File: src/rtl/stopwatch_pkg.sv
// Purpose : shared types and constants for the stopwatch front-panel controller.
// Latency : n/a (declarations only).
// Backpressure: n/a.
// Contents: run-control state encoding, default debounce count, time field width.
package stopwatch_pkg;

  // 10 ms at 50 MHz.
  localparam int DEBOUNCE_DEFAULT = 500_000;

  // mm and ss fields both hold 0..59.
  localparam int TIME_W = 6;

  typedef enum logic [1:0] {
    IDLE  = 2'd0,
    RUN   = 2'd1,
    PAUSE = 2'd2,
    LAP   = 2'd3
  } state_e;

endpackage

File: src/rtl/stopwatch_ctrl_if.sv
// Purpose : panel/counter bundle between board pins, stopwatch counter and controller.
// Latency : n/a (wiring only).
// Backpressure: none; commands are fire-and-forget single-cycle pulses.
// Signals : btn_ss/btn_lr raw buttons, sec_in/min_in live time, sw_start/sw_stop/sw_rst_n
//           counter commands, disp_sec/disp_min display time, state run-control state.
interface stopwatch_ctrl_if;
  import stopwatch_pkg::*;

  logic              btn_ss;
  logic              btn_lr;
  logic [TIME_W-1:0] sec_in;
  logic [TIME_W-1:0] min_in;
  logic              sw_start;
  logic              sw_stop;
  logic              sw_rst_n;
  logic [TIME_W-1:0] disp_sec;
  logic [TIME_W-1:0] disp_min;
  logic [1:0]        state;

  // Board/counter side.
  modport master (
    output btn_ss, btn_lr, sec_in, min_in,
    input  sw_start, sw_stop, sw_rst_n, disp_sec, disp_min, state
  );

  // Controller side.
  modport slave (
    input  btn_ss, btn_lr, sec_in, min_in,
    output sw_start, sw_stop, sw_rst_n, disp_sec, disp_min, state
  );

endinterface

File: src/rtl/btn_debounce.sv
// Purpose : synchronise, debounce and edge-detect one raw active-high push-button.
// Latency : raw edge to press_o = 2 sync + DEBOUNCE_CYCLES + 1 cycles.
// Backpressure: none; press_o is a one-cycle pulse per accepted press, releases are silent.
// Ports   : clk, rst_n (sync, active-low), btn_i raw async button, press_o press pulse.
module btn_debounce
  import stopwatch_pkg::*;
#(
  parameter int DEBOUNCE_CYCLES = DEBOUNCE_DEFAULT
) (
  input  logic clk,
  input  logic rst_n,
  input  logic btn_i,
  output logic press_o
);

  localparam int DB_W = $clog2(DEBOUNCE_CYCLES + 1);

  logic            sync1_q;
  logic            sync2_q;
  logic            db_q;
  logic            db_prev_q;
  logic [DB_W-1:0] cnt_q;

  always_ff @(posedge clk) begin
    if (!rst_n) begin
      sync1_q   <= 1'b0;
      sync2_q   <= 1'b0;
      db_q      <= 1'b0;
      db_prev_q <= 1'b0;
      cnt_q     <= '0;
    end else begin
      sync1_q   <= btn_i;
      sync2_q   <= sync1_q;
      db_prev_q <= db_q;
      // Any sample that agrees with the accepted level restarts the count,
      // so bounce shorter than the window never gets through.
      if (sync2_q == db_q) begin
        cnt_q <= '0;
      end else if (cnt_q == DB_W'(DEBOUNCE_CYCLES)) begin
        db_q  <= sync2_q;
        cnt_q <= '0;
      end else begin
        cnt_q <= cnt_q + DB_W'(1);
      end
    end
  end

  // Rising edge of the accepted level only.
  assign press_o = db_q & ~db_prev_q;

endmodule

File: src/rtl/stopwatch_ctrl.sv
// Purpose : front-panel run-control FSM issuing start/stop/clear to the counter and lap display.
// Latency : button event to state/command/display change 1 cycle; live display 1 cycle.
// Backpressure: none; counter must accept every single-cycle command pulse.
// Ports   : clk, rst_n (sync, active-low), bus (stopwatch_ctrl_if.slave) carrying buttons,
//           live time in, counter commands, display time and FSM state out.
module stopwatch_ctrl
  import stopwatch_pkg::*;
#(
  parameter int DEBOUNCE_CYCLES = DEBOUNCE_DEFAULT
) (
  input  logic              clk,
  input  logic              rst_n,
  stopwatch_ctrl_if.slave   bus
);

  logic ss_evt;
  logic lr_evt;

  btn_debounce #(.DEBOUNCE_CYCLES(DEBOUNCE_CYCLES)) u_db_ss (
    .clk     (clk),
    .rst_n   (rst_n),
    .btn_i   (bus.btn_ss),
    .press_o (ss_evt)
  );

  btn_debounce #(.DEBOUNCE_CYCLES(DEBOUNCE_CYCLES)) u_db_lr (
    .clk     (clk),
    .rst_n   (rst_n),
    .btn_i   (bus.btn_lr),
    .press_o (lr_evt)
  );

  state_e            state_q;
  logic              sw_start_q;
  logic              sw_stop_q;
  logic              sw_rst_n_q;
  logic [TIME_W-1:0] disp_sec_q;
  logic [TIME_W-1:0] disp_min_q;
  logic [TIME_W-1:0] lap_sec_q;
  logic [TIME_W-1:0] lap_min_q;

  always_ff @(posedge clk) begin
    if (!rst_n) begin
      state_q    <= IDLE;
      sw_start_q <= 1'b0;
      sw_stop_q  <= 1'b0;
      // Held low through reset so the counter is cleared along with us.
      sw_rst_n_q <= 1'b0;
      disp_sec_q <= '0;
      disp_min_q <= '0;
      lap_sec_q  <= '0;
      lap_min_q  <= '0;
    end else begin
      sw_start_q <= 1'b0;
      sw_stop_q  <= 1'b0;
      sw_rst_n_q <= 1'b1;
      // Live time by default; only a held LAP state overrides this. On LAP
      // entry the live sample equals the value being captured, so the lap
      // value is already on the display in the cycle after the event.
      disp_sec_q <= bus.sec_in;
      disp_min_q <= bus.min_in;
      // ss is tested first in every state, so it wins over a same-cycle lr.
      case (state_q)
        IDLE: begin
          if (ss_evt) begin
            state_q    <= RUN;
            sw_start_q <= 1'b1;
          end else if (lr_evt) begin
            sw_rst_n_q <= 1'b0;
          end
        end
        RUN: begin
          if (ss_evt) begin
            state_q   <= PAUSE;
            sw_stop_q <= 1'b1;
          end else if (lr_evt) begin
            state_q   <= LAP;
            lap_sec_q <= bus.sec_in;
            lap_min_q <= bus.min_in;
          end
        end
        LAP: begin
          if (ss_evt) begin
            state_q   <= PAUSE;
            sw_stop_q <= 1'b1;
          end else if (lr_evt) begin
            state_q <= RUN;
          end else begin
            disp_sec_q <= lap_sec_q;
            disp_min_q <= lap_min_q;
          end
        end
        PAUSE: begin
          if (ss_evt) begin
            state_q    <= RUN;
            sw_start_q <= 1'b1;
          end else if (lr_evt) begin
            state_q    <= IDLE;
            sw_rst_n_q <= 1'b0;
          end
        end
        default: state_q <= IDLE;
      endcase
    end
  end

  assign bus.sw_start = sw_start_q;
  assign bus.sw_stop  = sw_stop_q;
  assign bus.sw_rst_n = sw_rst_n_q;
  assign bus.disp_sec = disp_sec_q;
  assign bus.disp_min = disp_min_q;
  assign bus.state    = state_q;

endmodule

File: src/flat_wrapper.sv
// flat-port wrapper written by rule: the top's interface ports become plain ports
module stopwatch_ctrl_flat import stopwatch_pkg::*;
#(
  parameter int DEBOUNCE_CYCLES = DEBOUNCE_DEFAULT
)
  (clk, rst_n, bus_btn_ss, bus_btn_lr, bus_sec_in, bus_min_in, bus_sw_start, bus_sw_stop, bus_sw_rst_n, bus_disp_sec, bus_disp_min, bus_state);
  stopwatch_ctrl_if bus_i ();
  input  logic clk;
  input  logic rst_n;
  input wire logic [$bits(bus_i.btn_ss)-1:0] bus_btn_ss;
  input wire logic [$bits(bus_i.btn_lr)-1:0] bus_btn_lr;
  input wire logic [$bits(bus_i.sec_in)-1:0] bus_sec_in;
  input wire logic [$bits(bus_i.min_in)-1:0] bus_min_in;
  output wire logic [$bits(bus_i.sw_start)-1:0] bus_sw_start;
  output wire logic [$bits(bus_i.sw_stop)-1:0] bus_sw_stop;
  output wire logic [$bits(bus_i.sw_rst_n)-1:0] bus_sw_rst_n;
  output wire logic [$bits(bus_i.disp_sec)-1:0] bus_disp_sec;
  output wire logic [$bits(bus_i.disp_min)-1:0] bus_disp_min;
  output wire logic [$bits(bus_i.state)-1:0] bus_state;
  assign bus_i.btn_ss = bus_btn_ss;
  assign bus_i.btn_lr = bus_btn_lr;
  assign bus_i.sec_in = bus_sec_in;
  assign bus_i.min_in = bus_min_in;
  assign bus_sw_start = bus_i.sw_start;
  assign bus_sw_stop = bus_i.sw_stop;
  assign bus_sw_rst_n = bus_i.sw_rst_n;
  assign bus_disp_sec = bus_i.disp_sec;
  assign bus_disp_min = bus_i.disp_min;
  assign bus_state = bus_i.state;
  stopwatch_ctrl #(.DEBOUNCE_CYCLES(DEBOUNCE_CYCLES)) u_core (.clk(clk), .rst_n(rst_n), .bus(bus_i));
endmodule
File: config.mk
export PLATFORM = sky130hd
export DESIGN_NAME = stopwatch_ctrl_flat
export DESIGN_NICKNAME = d
export VERILOG_FILES = /design/src/rtl/stopwatch_pkg.sv /design/src/rtl/stopwatch_ctrl_if.sv /design/src/rtl/btn_debounce.sv /design/src/rtl/stopwatch_ctrl.sv /design/src/flat_wrapper.sv
export SDC_FILE = /design/constraint.sdc
export NUM_CORES = 1
export LEC_CHECK = 0
export CAP_MARGIN = 40
export CORE_ASPECT_RATIO = 0.9
export CORE_MARGIN = 2
export CORE_UTILIZATION = 52
export CTS_CLUSTER_SIZE = 20
export DETAILED_ROUTE_END_ITERATION = 16
export MAX_ROUTING_LAYER = met4
export PLACE_DENSITY = 0.79
export SETUP_SLACK_MARGIN = 0.02
export SYNTH_ARGS = -nofsm -noshare
export SYNTH_HDL_FRONTEND = slang
export SYNTH_SLANG_ARGS = --single-unit
File: constraint.sdc
create_clock -name clk -period 2.35 [get_ports clk]
set_clock_uncertainty 0.1 [all_clocks]
set_input_delay 0.235 -clock clk [delete_from_list [all_inputs] [get_ports clk]]
set_output_delay 0.235 -clock clk [all_outputs]
set_load 0.005 [all_outputs]
# Yosys cells after proc, flatten, opt, wreduce, memory -nomap -nowiden
# Index checks and enable logic that the tools add are counted.
word_totals:
  mem_bits_ro: 0
  latch_bits: 0
  inputBits: 16
  memories: 0
  output_inout_bits: 17
  regBits: 75
  word_cells: 68
  mem_bits_rw: 0
op_classes:
  n_shift: 0
  multipliers: 0
  order_cmp: 0
  n_reduce_logical: 11
  n_bitwise: 8
  muxes: 18
  n_div: 0
  addsub: 2
  n_eq_ne: 11
op_table:
  columns: ["operator", "n"]
  rows:
  - ["adder 19 x 1 -> 19 bit (second input constant)", 2]
  - ["equality test 19 bit (second input constant)", 2]
  - ["2-to-1 mux 6 bit", 6]
  - ["2-to-1 mux 2 bit", 7]
  - ["AND reduction 2 bit", 5]
  - ["!= test 3 x 1 -> 1 bit (second input constant)", 3]
  - ["case mux 2 bit (4 select lines)", 1]
  - ["NOT 1 bit", 6]
  - ["OR reduction 3 bit", 2]
  - ["equality test 2 bit (second input constant)", 2]
  - ["2-to-1 mux 1 bit", 4]
  - ["AND reduction 4 bit", 1]
  - ["OR reduction 2 bit", 2]
  - ["AND 1 bit", 2]
  - ["equality test 1 bit", 2]
  - ["equality test 2 x 1 -> 1 bit (second input constant)", 1]
  - ["zero test 2 bit", 1]
  - ["!= test 2 x 1 -> 1 bit (second input constant)", 1]

# Longest topological paths before layout
# Gate-level depths: netlist (run 1).
logic_depth:
  word_depth: 5
  ltp_mapped: 7
  mapped_depth_nobuf: 6

# By module
# A second synthesis (run 1) with hierarchy kept.
unflattened:
  cells_unflattened: 359
  area_unflattened_um2: 3244.4
modules_own_cells:
  columns: ["mod", "seq_area_each_um2", "area_each_um2", "cells_each", "instances"]
  rows:
  - ["stopwatch_ctrl", 580.6, 1091.0, 127, 1]
  - ["btn_debounce (u_core.u_db_lr)", 460.4, 1079.8, 110, 1]
  - ["btn_debounce (u_core.u_db_ss)", 460.4, 1073.5, 122, 1]

# Least setup slack after synthesis (run 1)
# No wires, ideal clock.
synth_path:
  path_type: "register to register"
  start: "reg u_core.u_db_lr.cnt_q[6]"
  end: "reg u_core.u_db_lr.cnt_q[10]"
  t_arrival_ns: 1.694
  required_time_ns: 2.135
  synth_period_minus_slack_ns: 1.909
  setup_time_ns: 0.115
  slack_ns: 0.441
  n_path_buf: 1
  path_stages_with_launch: 6
  cell_sequence: "dfxtp_1 > or4b_1 > or3_4 > o211ai_4 > buf_8 > nor2_1"
synth_via:
  elab_chain_cells: 2
  elab_cells_between_ends: 3
  classes_between: "1 x add/sub; 1 x eq/ne; 1 x reduce/logical"
synth_rtl:
  columns: ["item", "line", "source"]
  rows:
  - ["start: declaration", "btn_debounce.sv:22", "logic [DB_W-1:0] cnt_q;"]
  - ["start signal: assignment", "btn_debounce.sv:43", "cnt_q <= cnt_q + DB_W'(1);"]
  - ["branches (longest 2 deep; another with adder 19 x 1 -> 19 bit)", null, null]
# Several ways; the timed one is not identified.
# A chain may end at the register's enable or synchronous reset.

# Worst setup path after layout (run 1)
layout_path:
  start: "reg u_core.u_db_lr.cnt_q[0]"
  end: "reg u_core.u_db_lr.cnt_q[4]"
# Same word-level chain as after synthesis.

==> results of run 1 <==
## synth_stat cells, types with 2 or more instances
cell type	n	area, um^2
and2_1	8	50.1
xor2_1	10	87.6
dfxtp_1	75	1500
ha_1	4	50.1
or3_1	4	25.0
buf_2	3	15.0
clkbuf_1	4	15.0
nand2b_1	2	12.5
nor2_1	36	135
nor4_1	9	56.3
xnor2_1	19	166
nor2b_1	25	156
o21ai_0	6	30.0
nand4_1	11	68.8
nand2_1	15	56.3
nor3_1	8	40.0
or4_1	3	22.5
inv_1	15	56.3
a21oi_1	8	40.0
mux2i_1	27	270
nand3_1	15	75.1
## power by group through the flow
| stage | Sequential (uW) | Combinational [uW] | Clock, uW |
|---|---|---|---|
| 6_report | 1290 | 94.0 | 1170 |
| 3_5_place_dp | 1320 | 94.4 | 0 |
| 2_1_floorplan | 1320 | 33.8 | 0 |
| 3_3_place_gp | 1320 | 92.7 | 0 |
| 5_1_grt | 1290 | 102 | 1270 |
| 4_1_cts | 1290 | 95.4 | 1200 |
## stage by stage
step                std cells  instance area (um^2)  worst slack, ns  hold slack, ns  total power [uW]
floorplan                 325                  3110            0.441           0.262              1360
global placement          424                  3510            0.315           0.316              1410
detailed placement        425                  3520            0.248           0.318              1420
CTS                       440                  3760            0.222           0.333              2590
global route              440                  3760            0.110           0.361              2670
finish                    440                  3760            0.254           0.335              2560
## worst min path at each step
| stage | cells after the start | from | slack, ns | endpoint |
|---|---|---|---|---|
| finish | 1 | u_core.u_db_ss.sync1_q | 0.33 | u_core.u_db_ss.sync2_q |
| global route | 1 | u_core.u_db_ss.sync1_q | 0.36 | u_core.u_db_ss.sync2_q |
| CTS | 1 | u_core.u_db_ss.sync1_q | 0.33 | u_core.u_db_ss.sync2_q |
| detailed placement | 1 | u_core.u_db_ss.sync1_q | 0.32 | u_core.u_db_ss.sync2_q |
| global placement | 1 | u_core.u_db_ss.sync1_q | 0.32 | u_core.u_db_ss.sync2_q |
| floorplan | 1 | bus_btn_lr | 0.26 | u_core.u_db_lr.sync1_q |
## logic make-up after synthesis
| group | share of synthesized area, % |
|---|---|
| AO/OA/AOI/OAI | 4.10 |
| flip-flops | 48.2 |
| buffers and inverters | 3.26 |
| adder cells (fa/ha/maj) | 1.61 |
| XOR/XNOR | 8.16 |
| AND/OR/NAND/NOR | 26.0 |
| multiplexers | 8.68 |
## flip-flops by register name (all words and copies together), names as in the netlist, 2 cells and up
register	flops
u_core.lap_min_q	6
u_core.bus.disp_sec	6
u_core.bus.disp_min	6
u_core.lap_sec_q	6
u_core.u_db_lr.cnt_q	19
u_core.bus.state	2
u_core.u_db_ss.cnt_q	19
## cell type report
| cell class | count | area, um^2 | share of cell area, % |
|---|---|---|---|
| multi-input combinational | 227 | 1510 | 40.1 |
| inverter | 15 | 56.3 | 1.50 |
| clock buffer | 11 | 141 | 3.76 |
| tap | 70 | 87.6 | 2.33 |
| clock inverter | 4 | 98.8 | 2.63 |
| timing repair buffer | 38 | 369 | 9.80 |
| sequential | 75 | 1500 | 39.9 |
## metal layers
metal	vias up	global-route usage, %	share of wire [%]
met3	4	6.60	3.1
met5	-	-	0
li1	1191	-	-
met2	35	30.6	50
met4	0	6.51	0.77
met1	1096	23.3	46
==> out/metrics.csv, run 1 <==
stage,metric,value,unit
setup_path,crit path kind,reg -> reg,
route,DR iter-0 viols,111,
route,Pre-Repair DR Iteration Count,5,
synth,synthesized flop and latch total,75,
sta,final hold viol count,0,
floorplanning,Die Width,85.6,um
synth,fraction of registers with async set/reset,0,%
synth,syn_nets,345,
synth,Avg Inst Size Synth,9.58,um^2
floorplanning,Starting Density,54.4,%
setup_path,CP Capture Point,u_core.u_db_lr.cnt_q[4],
sta,RSZ-0062 raised after global routing,false,
setup_path,R2R Path Start,u_core.u_db_lr.cnt_q[0],
clock_tree,CTS tree,built,
power,Combinational Power Share,3.7,%
clock_tree,# hold bufs at CTS,0,
sta,Max Freq,477,MHz
power,PD cells,680,nW/um^2
flow_run,max-cap viol count,0,
power,sw frac,18.8,%
setup_path,CP max stage cell,o211ai_4,
power,Static Leak,0.00140,uW
clock_tree,buffer type at the clock tree root,clkbuf_8,
global_route,antenna violations before repair,0,
route,DRC errors left,0,
global_route,largest net degree at the start of global routing,28,
clock_tree,Clock Sinks,75,
setup_path,R2R depth,6,
global_route,vias in the first global route,2160,
layout,ANT cells,0,
clock_tree,"Setup Fix Bufs, Post-CTS",0,
floorplanning,die height,77.4,um
setup_path,data arrival time of the worst path,2.20,ns
setup_path,CP cell instances,inv_1 > ha_1 > or4bb_1 > or3_4 > o211ai_4 > nor2_1,
clock_tree,maximum clock insertion buffer count,2,
floorplanning,# IOs,33,
route,Vias/cell,5.29,
layout,"commonest non-fill, non-tap cell in the layout",dfxtp_1,
route,Total Wirelength,5680,um
global_route,Total GRT Usage,19.4,%
layout,share of cells above drive strength 1,6.76,%
layout,area grow syn2layout,20.9,%
setup_path,Critical Path Stages,6,
sta,setup violators final,0,
setup_path,"Buf+Inv Stages, Crit Path",1,
setup_path,CP max stage delay,0.46,ns
setup_path,flop2flop setup slack,0.25,ns
layout,Layout Utilization,65.8,%
clock_tree,CTS HTree Levels,3,
sta,worst slew pin tran,0.575,ns
placed_design,HPWL Detailed,3960,um
clock_tree,CTS resizes,0,
floorplanning,die area,6620,um^2
sta,relative slew slack,61.3,%
layout,Filler Cell Count,479,
route,Via Count,2326,
placed_design,Port Buffers,32,
power,clock network fraction of design power,45.9,%
synth,Cells after Synth,325,
layout,Total Nets Final,386,
clock_tree,Worst-path clk slew,0.07,ns
power,part of the power in registers,50.5,%
global_route,grt ovf,0,
layout,most frequent cells in the layout,"dfxtp_1, nor2_1, clkdlybuf4s50_1",
synth,"Seq/Total Area, Yosys",48.2,%
route,final antenna-violating net count,0,
synth,Ys Warns,0,
global_route,first-pass GRT wire length,9870,um
sta,Tmin final,2.10,ns
setup_path,Worst EP required,2.45,ns
placed_design,global placement routability congestion,0.866,
setup_path,Setup crit start kind,flop,
sta,max-slew violations,0,
floorplanning,Core Region,5730,um^2
setup_path,Worst R2R End,u_core.u_db_lr.cnt_q[4],
sta,setup tns final,0,ns
setup_path,Top delay family on crit path,simple AND/OR/NAND/NOR gates,
sta,Tcrit/Tclk final,89.2,%
status,outcome,completed,
power,Max rail drop VDD,0.473,mV
clock_tree,clock latency on the worst-skew pair,0.34,ns
synth,Yosys cell types,39,
setup_path,critical path capture point type,flop,
clock_tree,total CTS buffers,9,
synth,number of flops mapped to enable cells by yosys,0,
setup_path,Worst Path Max Fanout,19,
synth,mapped cell area,3110,um^2
power,internal power,2080,uW
worst_hold_path,HP Class,reg -> reg,
power,Switching Power,481,uW
setup_path,CP startpoint,u_core.u_db_lr.cnt_q[0],
synth,"Top FF cell, synth",dfxtp_1,
route,WL/cell,12.9,um
floorplanning,Site Rows,26,
(Power assumes the default switching activity.)
==> inputs of run 2 (changes only) <==
--- a/config.mk
+++ b/config.mk
@@ -8,11 +8,11 @@
 export CAP_MARGIN = 40
 export CORE_ASPECT_RATIO = 0.9
 export CORE_MARGIN = 2
-export CORE_UTILIZATION = 52
+export CORE_UTILIZATION = 50
 export CTS_CLUSTER_SIZE = 20
 export DETAILED_ROUTE_END_ITERATION = 16
 export MAX_ROUTING_LAYER = met4
-export PLACE_DENSITY = 0.79
+export PLACE_DENSITY = 0.8
 export SETUP_SLACK_MARGIN = 0.02
 export SYNTH_ARGS = -nofsm -noshare
 export SYNTH_HDL_FRONTEND = slang
==> constraint.sdc (replaced) <==
create_clock -name clk -period 1.9 [get_ports clk]
set_clock_uncertainty 0.1 [all_clocks]
set_input_delay 0.19 -clock clk [delete_from_list [all_inputs] [get_ports clk]]
set_output_delay 0.19 -clock clk [all_outputs]
set_load 0.005 [all_outputs]
==> run 2 against run 1 <==
  * First-iteration DRC count down 32%
  * Die area up 3.8%
  * Via count up 1.8%
  * Core utilization down 2.1 points
  * Sequential cell count unchanged
  * Setup slack worse by 0.24 ns
  * Clock power about the same
  * Wire length down 2.3%
  * Largest cell class unchanged
  * Critical path type unchanged
  * Cell count up 4.5%
  * Count of clock-buffer cells in the layout down 2
==> out/metrics.csv, run 2 (same netlist as run 1, synthesis figures left out) <==
stage,metric,value,unit,change
status,outcome,completed,,unchanged
floorplanning,die height,78.9,um,was 77.4 um
sta,worst slew pin tran,0.366,ns,was 0.575 ns
power,Static Leak,0.00147,uW,was 0.00140 uW
clock_tree,# hold bufs at CTS,0,,unchanged
setup_path,flop2flop setup slack,0.01,ns,was 0.25 ns
sta,final hold viol count,0,,unchanged
setup_path,crit path kind,reg -> reg,,unchanged
sta,post-route setup slack,0.0111,ns,was 0.254 ns
route,DR iter-0 viols,75,,was 111
floorplanning,die area,6870,um^2,was 6620 um^2
worst_hold_path,HP Class,in -> reg,,was reg -> reg
floorplanning,Site Rows,27,,was 26
setup_path,Worst Path Max Fanout,19,,unchanged
setup_path,Setup crit start kind,flop,,unchanged
layout,most frequent cells in the layout,"dfxtp_1, nor2_1, clkdlybuf4s50_1",,unchanged
setup_path,Worst EP required,2.02,ns,was 2.45 ns
clock_tree,CTS HTree Levels,3,,unchanged
sta,RSZ-0062 raised after global routing,true,,was false
clock_tree,total CTS buffers,9,,unchanged
floorplanning,# IOs,33,,unchanged
route,WL/cell,12.1,um,was 12.9 um
placed_design,Port Buffers,32,,unchanged
sta,setup violators final,0,,unchanged
flow_run,max-cap viol count,0,,unchanged
floorplanning,Starting Density,51.2,%,was 54.4%
layout,post-route cell area,3870,um^2,was 3760 um^2
route,DRC errors left,0,,unchanged
setup_path,data arrival time of the worst path,2.01,ns,was 2.20 ns
placed_design,global placement routability congestion,0.848,,was 0.866
placed_design,pre-CTS setup slack,0.0399,ns,was 0.248 ns
worst_hold_path,worst hold endpoint,u_core.u_db_lr.sync1_q,,was u_core.u_db_ss.sync2_q
layout,largest registers,"u_core.u_db_lr.cnt_q: 19 flops, u_core.u_db_ss.cnt_q: 19 flops",,unchanged
setup_path,critical path capture point type,flop,,unchanged
sta,Tcrit/Tclk final,99.4,%,was 89.2%
placed_design,HPWL Detailed,3890,um,was 3960 um
worst_hold_path,HP Start,bus_btn_lr,,was u_core.u_db_ss.sync1_q
layout,ANT cells,0,,unchanged
sta,max-slew violations,0,,unchanged
sta,relative slew slack,75.4,%,was 61.3%
global_route,Total GRT Usage,17.9,%,was 19.4%
clock_tree,buffer type at the clock tree root,clkbuf_8,,unchanged
route,Via Count,2368,,was 2326
clock_tree,CTS tree,built,,unchanged
global_route,vias in the first global route,2229,,was 2160
power,Max rail drop VDD,0.517,mV,was 0.473 mV
clock_tree,Worst-path clk slew,0.08,ns,was 0.07 ns
global_route,grt ovf,0,,unchanged
global_route,largest net degree at the start of global routing,39,,was 28
layout,Total Nets Final,404,,was 386
setup_path,R2R depth,7,,was 6
global_route,first-pass GRT wire length,9440,um,was 9870 um
sta,Fin Hold WS,0.315,ns,was 0.335 ns
clock_tree,maximum clock insertion buffer count,2,,unchanged
layout,Filler Cell Count,503,,was 479
sta,Tmin final,1.89,ns,was 2.10 ns
layout,"commonest non-fill, non-tap cell in the layout",dfxtp_1,,unchanged
route,final antenna-violating net count,0,,unchanged
route,Pre-Repair DR Iteration Count,5,,unchanged
layout,area grow syn2layout,24.3,%,was 20.9%
route,Total Wirelength,5550,um,was 5680 um
worst_hold_path,Hold Path Depth,2,,was 1
power,PD cells,747,nW/um^2,was 680 nW/um^2
floorplanning,Core Region,6080,um^2,was 5730 um^2
floorplanning,Die Width,87.2,um,was 85.6 um
placed_design,Area after DPL,3650,um^2,was 3520 um^2
sta,Max Freq,529,MHz,was 477 MHz
route,Vias/cell,5.15,,was 5.29
clock_tree,Clock Sinks,75,,unchanged
setup_path,R2R Path Start,u_core.u_db_lr.cnt_q[0],,unchanged
global_route,antenna violations before repair,0,,unchanged
layout,share of cells above drive strength 1,12.1,%,was 6.76%
clock_tree,clock latency on the worst-skew pair,0.35,ns,was 0.34 ns
setup_path,Worst R2R End,u_core.u_db_lr.cnt_q[16],,was u_core.u_db_lr.cnt_q[4]
layout,Layout Utilization,63.6,%,was 65.8%
[run 2: cell types whose count changed in the layout (fill, tap and decap cells not counted), sizes merged]
cell and change:
buf +18, bufinv -2, clkbuf -2, clkinv +2, clkinvlp +2
[run 2: layer usage]
layer	GRT usage, %	vias up	wire (um)
met5	-	-	0
met2	29.0	43	2590
met3	6.24	7	220
li1	-	1229	-
met4	5.85	0	63
met1	20.7	1089	2670
[run 2: what timing repair did]
action                                  in CTS  in global routing
buffers inserted                             0                  3
endpoints found under the setup margin       1                 23
resized for setup                            1                  1
pin swaps                                    0                  2
[run 2: worst max path at each step]
stage                        startpoint                        to  cells after the start
2_1_floorplan  u_core.u_db_lr.cnt_q[10]  u_core.u_db_lr.cnt_q[10]                      5
3_3_place_gp    u_core.u_db_lr.cnt_q[0]   u_core.u_db_lr.cnt_q[6]                      7
3_5_place_dp    u_core.u_db_lr.cnt_q[0]   u_core.u_db_lr.cnt_q[7]                      7
4_1_cts         u_core.u_db_lr.cnt_q[0]  u_core.u_db_lr.cnt_q[16]                      7
5_1_grt         u_core.u_db_lr.cnt_q[0]  u_core.u_db_lr.cnt_q[13]                      7
6_report        u_core.u_db_lr.cnt_q[0]  u_core.u_db_lr.cnt_q[16]                      7
[run 2: final cells by class]
class                           count  area (um^2)  share of cell area, %
Sequential cell                    75         1500                   38.9
Clock buffer                        9          124                   3.20
Multi-Input combinational cell    227         1510                   39.1
Inverter                           15         56.3                   1.46
Clock inverter                      6         67.6                   1.75
Tap cell                           72         90.1                   2.33
Timing Repair Buffer               56          513                   13.3
[run 2: report_power, final]
part | total (uW) | switching (uW) | internal [uW]
logic | 118 | 41.2 | 76.5
registers | 1600 | 6.40 | 1590
clock network | 1180 | 577 | 600
[run 2: metrics by stage]
| stage | instances | TNS (ns) | total power, uW |
|---|---|---|---|
| after floorplan | 325 | 0 | 1680 |
| after global placement | 442 | 0 | 1750 |
| after detailed placement | 442 | 0 | 1750 |
| after CTS | 457 | 0 | 2930 |
| after global routing | 460 | -1.69 | 3010 |
| final | 460 | 0 | 2890 |
[run 2: critical path: stages, from the launching register on]
cell      delay [ns]
dfxtp_2         0.32
inv_1           0.05
ha_1            0.13
or4bb_1         0.40
or3_4           0.36
o211ai_4        0.19
buf_12          0.17
a21oi_1         0.05
==> inputs of run 3 (changes only) <==
--- a/config.mk
+++ b/config.mk
@@ -6,11 +6,11 @@
 export NUM_CORES = 1
 export LEC_CHECK = 0
 export CAP_MARGIN = 40
-export CORE_ASPECT_RATIO = 0.9
 export CORE_MARGIN = 2
 export CORE_UTILIZATION = 50
 export CTS_CLUSTER_SIZE = 20
 export DETAILED_ROUTE_END_ITERATION = 16
+export GPL_ROUTABILITY_DRIVEN = 0
 export MAX_ROUTING_LAYER = met4
 export PLACE_DENSITY = 0.8
 export SETUP_SLACK_MARGIN = 0.02
==> run 3 against run 2 <==
  * Wire length grew 5.0%
  * Fmax grew 0.20%
  * Setup slack gained 0.0038 ns
  * Sequential power is essentially flat
  * Hold slack gained 0.020 ns
  * Via count grew 1.9%
  * Critical path type unchanged
  * Combinational power is essentially flat
  * Critical endpoint is now u_core.u_db_lr.cnt_q[17]
  * Critical path depth shrank 2
  * Core utilization grew 0.79 points
==> out/metrics.csv, run 3 (same netlist as run 1, synthesis figures left out) <==
stage,metric,value,unit,change
worst_hold_path,HP Start,bus_btn_lr,,unchanged
setup_path,Worst Path Max Fanout,19,,unchanged
power,Static Leak,0.00145,uW,was 0.00147 uW
setup_path,"Buf+Inv Stages, Crit Path",1,,was 2
sta,RSZ-0062 raised after global routing,true,,unchanged
worst_hold_path,HP Class,in -> reg,,unchanged
layout,Total Nets Final,401,,was 404
sta,setup violators final,0,,unchanged
global_route,grt ovf,0,,unchanged
layout,share of cells above drive strength 1,11.7,%,was 12.1%
power,Combinational Power Share,4.2,%,was 4.1%
clock_tree,Worst-path clk slew,0.07,ns,was 0.08 ns
route,WL/cell,12.6,um,was 12.1 um
clock_tree,clock latency on the worst-skew pair,0.33,ns,was 0.35 ns
sta,relative slew slack,74.6,%,was 75.4%
global_route,antenna violations before repair,0,,unchanged
power,sw frac,21.2,%,was 21.6%
setup_path,Setup crit start kind,flop,,unchanged
setup_path,Top delay family on crit path,simple AND/OR/NAND/NOR gates,,unchanged
clock_tree,CTS HTree Levels,3,,unchanged
route,final antenna-violating net count,0,,unchanged
floorplanning,# IOs,33,,unchanged
setup_path,CP max stage delay,0.53,ns,was 0.40 ns
layout,area grow syn2layout,23.2,%,was 24.3%
clock_tree,buffer type at the clock tree root,clkbuf_8,,unchanged
global_route,Total GRT Usage,18.1,%,was 17.9%
sta,Max Freq,530,MHz,was 529 MHz
route,Via Count,2413,,was 2368
route,Vias/cell,5.23,,was 5.15
global_route,first-pass GRT wire length,10200,um,was 9440 um
clock_tree,maximum clock insertion buffer count,2,,unchanged
sta,Tcrit/Tclk final,99.2,%,was 99.4%
setup_path,data arrival time of the worst path,2.00,ns,was 2.01 ns
setup_path,Worst R2R End,u_core.u_db_lr.cnt_q[17],,was u_core.u_db_lr.cnt_q[16]
setup_path,flop2flop setup slack,0.01,ns,about the same
setup_path,Worst EP required,2.02,ns,about the same
setup_path,CP Capture Point,u_core.u_db_lr.cnt_q[17],,was u_core.u_db_lr.cnt_q[16]
power,total power draw,2800,uW,was 2890 uW
global_route,largest net degree at the start of global routing,39,,unchanged
sta,final hold viol count,0,,unchanged
sta,Tmin final,1.89,ns,about the same
floorplanning,Core Region,5960,um^2,was 6080 um^2
status,outcome,completed,,unchanged
setup_path,CP startpoint,u_core.u_db_lr.cnt_q[10],,was u_core.u_db_lr.cnt_q[0]
floorplanning,Starting Density,52.3,%,was 51.2%
power,internal power,2210,uW,was 2270 uW
route,Total Wirelength,5830,um,was 5550 um
power,part of the power in registers,57.0,%,was 55.2%
floorplanning,die area,6870,um^2,about the same
setup_path,Critical Path Stages,5,,was 7
power,PD cells,730,nW/um^2,was 747 nW/um^2
clock_tree,total CTS buffers,9,,unchanged
placed_design,Port Buffers,32,,unchanged
floorplanning,die height,82.9,um,was 78.9 um
power,clock network fraction of design power,38.8,%,was 40.7%
sta,max-slew violations,0,,unchanged
setup_path,R2R depth,5,,was 7
worst_hold_path,Hold Path Depth,2,,unchanged
setup_path,R2R Path Start,u_core.u_db_lr.cnt_q[10],,was u_core.u_db_lr.cnt_q[0]
route,Pre-Repair DR Iteration Count,4,,was 5
sta,setup tns final,0,ns,unchanged
layout,largest registers,"u_core.u_db_lr.cnt_q: 19 flops, u_core.u_db_ss.cnt_q: 19 flops",,unchanged
route,DR iter-0 viols,76,,was 75
sta,worst slew pin tran,0.379,ns,was 0.366 ns
setup_path,critical path capture point type,flop,,unchanged
power,Switching Power,595,uW,was 624 uW
power,Max rail drop VDD,0.640,mV,was 0.517 mV
clock_tree,CTS tree,built,,unchanged
clock_tree,Clock Sinks,75,,unchanged
flow_run,max-cap viol count,0,,unchanged
layout,ANT cells,0,,unchanged
setup_path,CP max stage cell,or4b_1,,was or4bb_1
layout,"commonest non-fill, non-tap cell in the layout",dfxtp_1,,unchanged
setup_path,crit path kind,reg -> reg,,unchanged
placed_design,HPWL Detailed,4100,um,was 3890 um
layout,most frequent cells in the layout,"dfxtp_1, nor2_1, clkdlybuf4s50_1",,unchanged
floorplanning,Die Width,82.9,um,was 87.2 um
floorplanning,Site Rows,28,,was 27
route,DRC errors left,0,,unchanged
setup_path,CP cell instances,or4b_1 > or3_4 > o211ai_4 > buf_12 > a21oi_1,,was inv_1 > ha_1 > or4bb_1 > or3_4 > o211ai_4 > buf_12 > a21oi_1
sta,Fin Hold WS,0.334,ns,was 0.315 ns
global_route,vias in the first global route,2313,,was 2229
[run 3: changes by cell type in the layout (fill, tap and decap cells not counted)]
| cell | change |
|---|---|
| dfxtp_2 | +1 |
| dfxtp_1 | -1 |
| inv_1 | -1 |
| clkbuf_1 | +1 |
| bufinv_16 | -1 |
| clkbuf_8 | +2 |
| clkinv_2 | +1 |
| or4_1 | +1 |
| or4_4 | -1 |
| clkinv_4 | -2 |
| inv_2 | +1 |
| buf_4 | -3 |
[run 3: per-layer routing]
layer | vias to the layer above | GRT usage, % | share of wire, %
met5 | - | - | 0
met4 | 0 | 4.92 | 1.1
met3 | 5 | 5.17 | 2.8
met2 | 33 | 30.1 | 50
met1 | 1145 | 21.6 | 46
li1 | 1230 | - | -
[run 3: worst min path at each step]
stage	end	slack [ns]
after floorplan	u_core.u_db_lr.sync1_q	0.22
after global placement	u_core.u_db_lr.sync2_q	0.32
after detailed placement	u_core.u_db_lr.sync2_q	0.33
after CTS	u_core.u_db_lr.sync1_q	0.32
after global routing	u_core.u_db_lr.sync1_q	0.36
final	u_core.u_db_lr.sync1_q	0.33
[run 3: power groups by stage]
stage / Combinational [uW] / Clock (uW) / Sequential [uW]
final: 117 / 1090 / 1600
after global routing: 127 / 1180 / 1600
after CTS: 118 / 1130 / 1600
after detailed placement: 117 / 0 / 1630
after global placement: 115 / 0 / 1630
after floorplan: 41.8 / 0 / 1640
[run 3: layout make-up]
cell class | count | area [um^2]
clock buffer | 12 | 155
clock inverter | 4 | 25.0
fill | 496 | 2120
inverter | 15 | 56.3
multi-input combinational | 227 | 1510
sequential | 75 | 1510
tap | 75 | 93.8
timing repair buffer | 53 | 490
[run 3: what timing repair did]
action                                  in CTS  in global routing
gates resized for setup                      1                  2
pin swaps                                    0                  2
endpoints found under the setup margin      19                 21
buffers inserted                             0                  2
hold buffers                                 0                  0
[run 3: per-stage QoR]
step                      setup WS, ns  utilization (%)  instance area (um^2)  instances
after floorplan               0.000512                -                  3110        325
after global placement          0.0472             61.1                  3640        443
after detailed placement       0.00549             61.1                  3640        443
after CTS                     -0.00365             64.1                  3820        459
after global routing           -0.0284             64.4                  3840        461
final                           0.0149             64.4                  3840        461
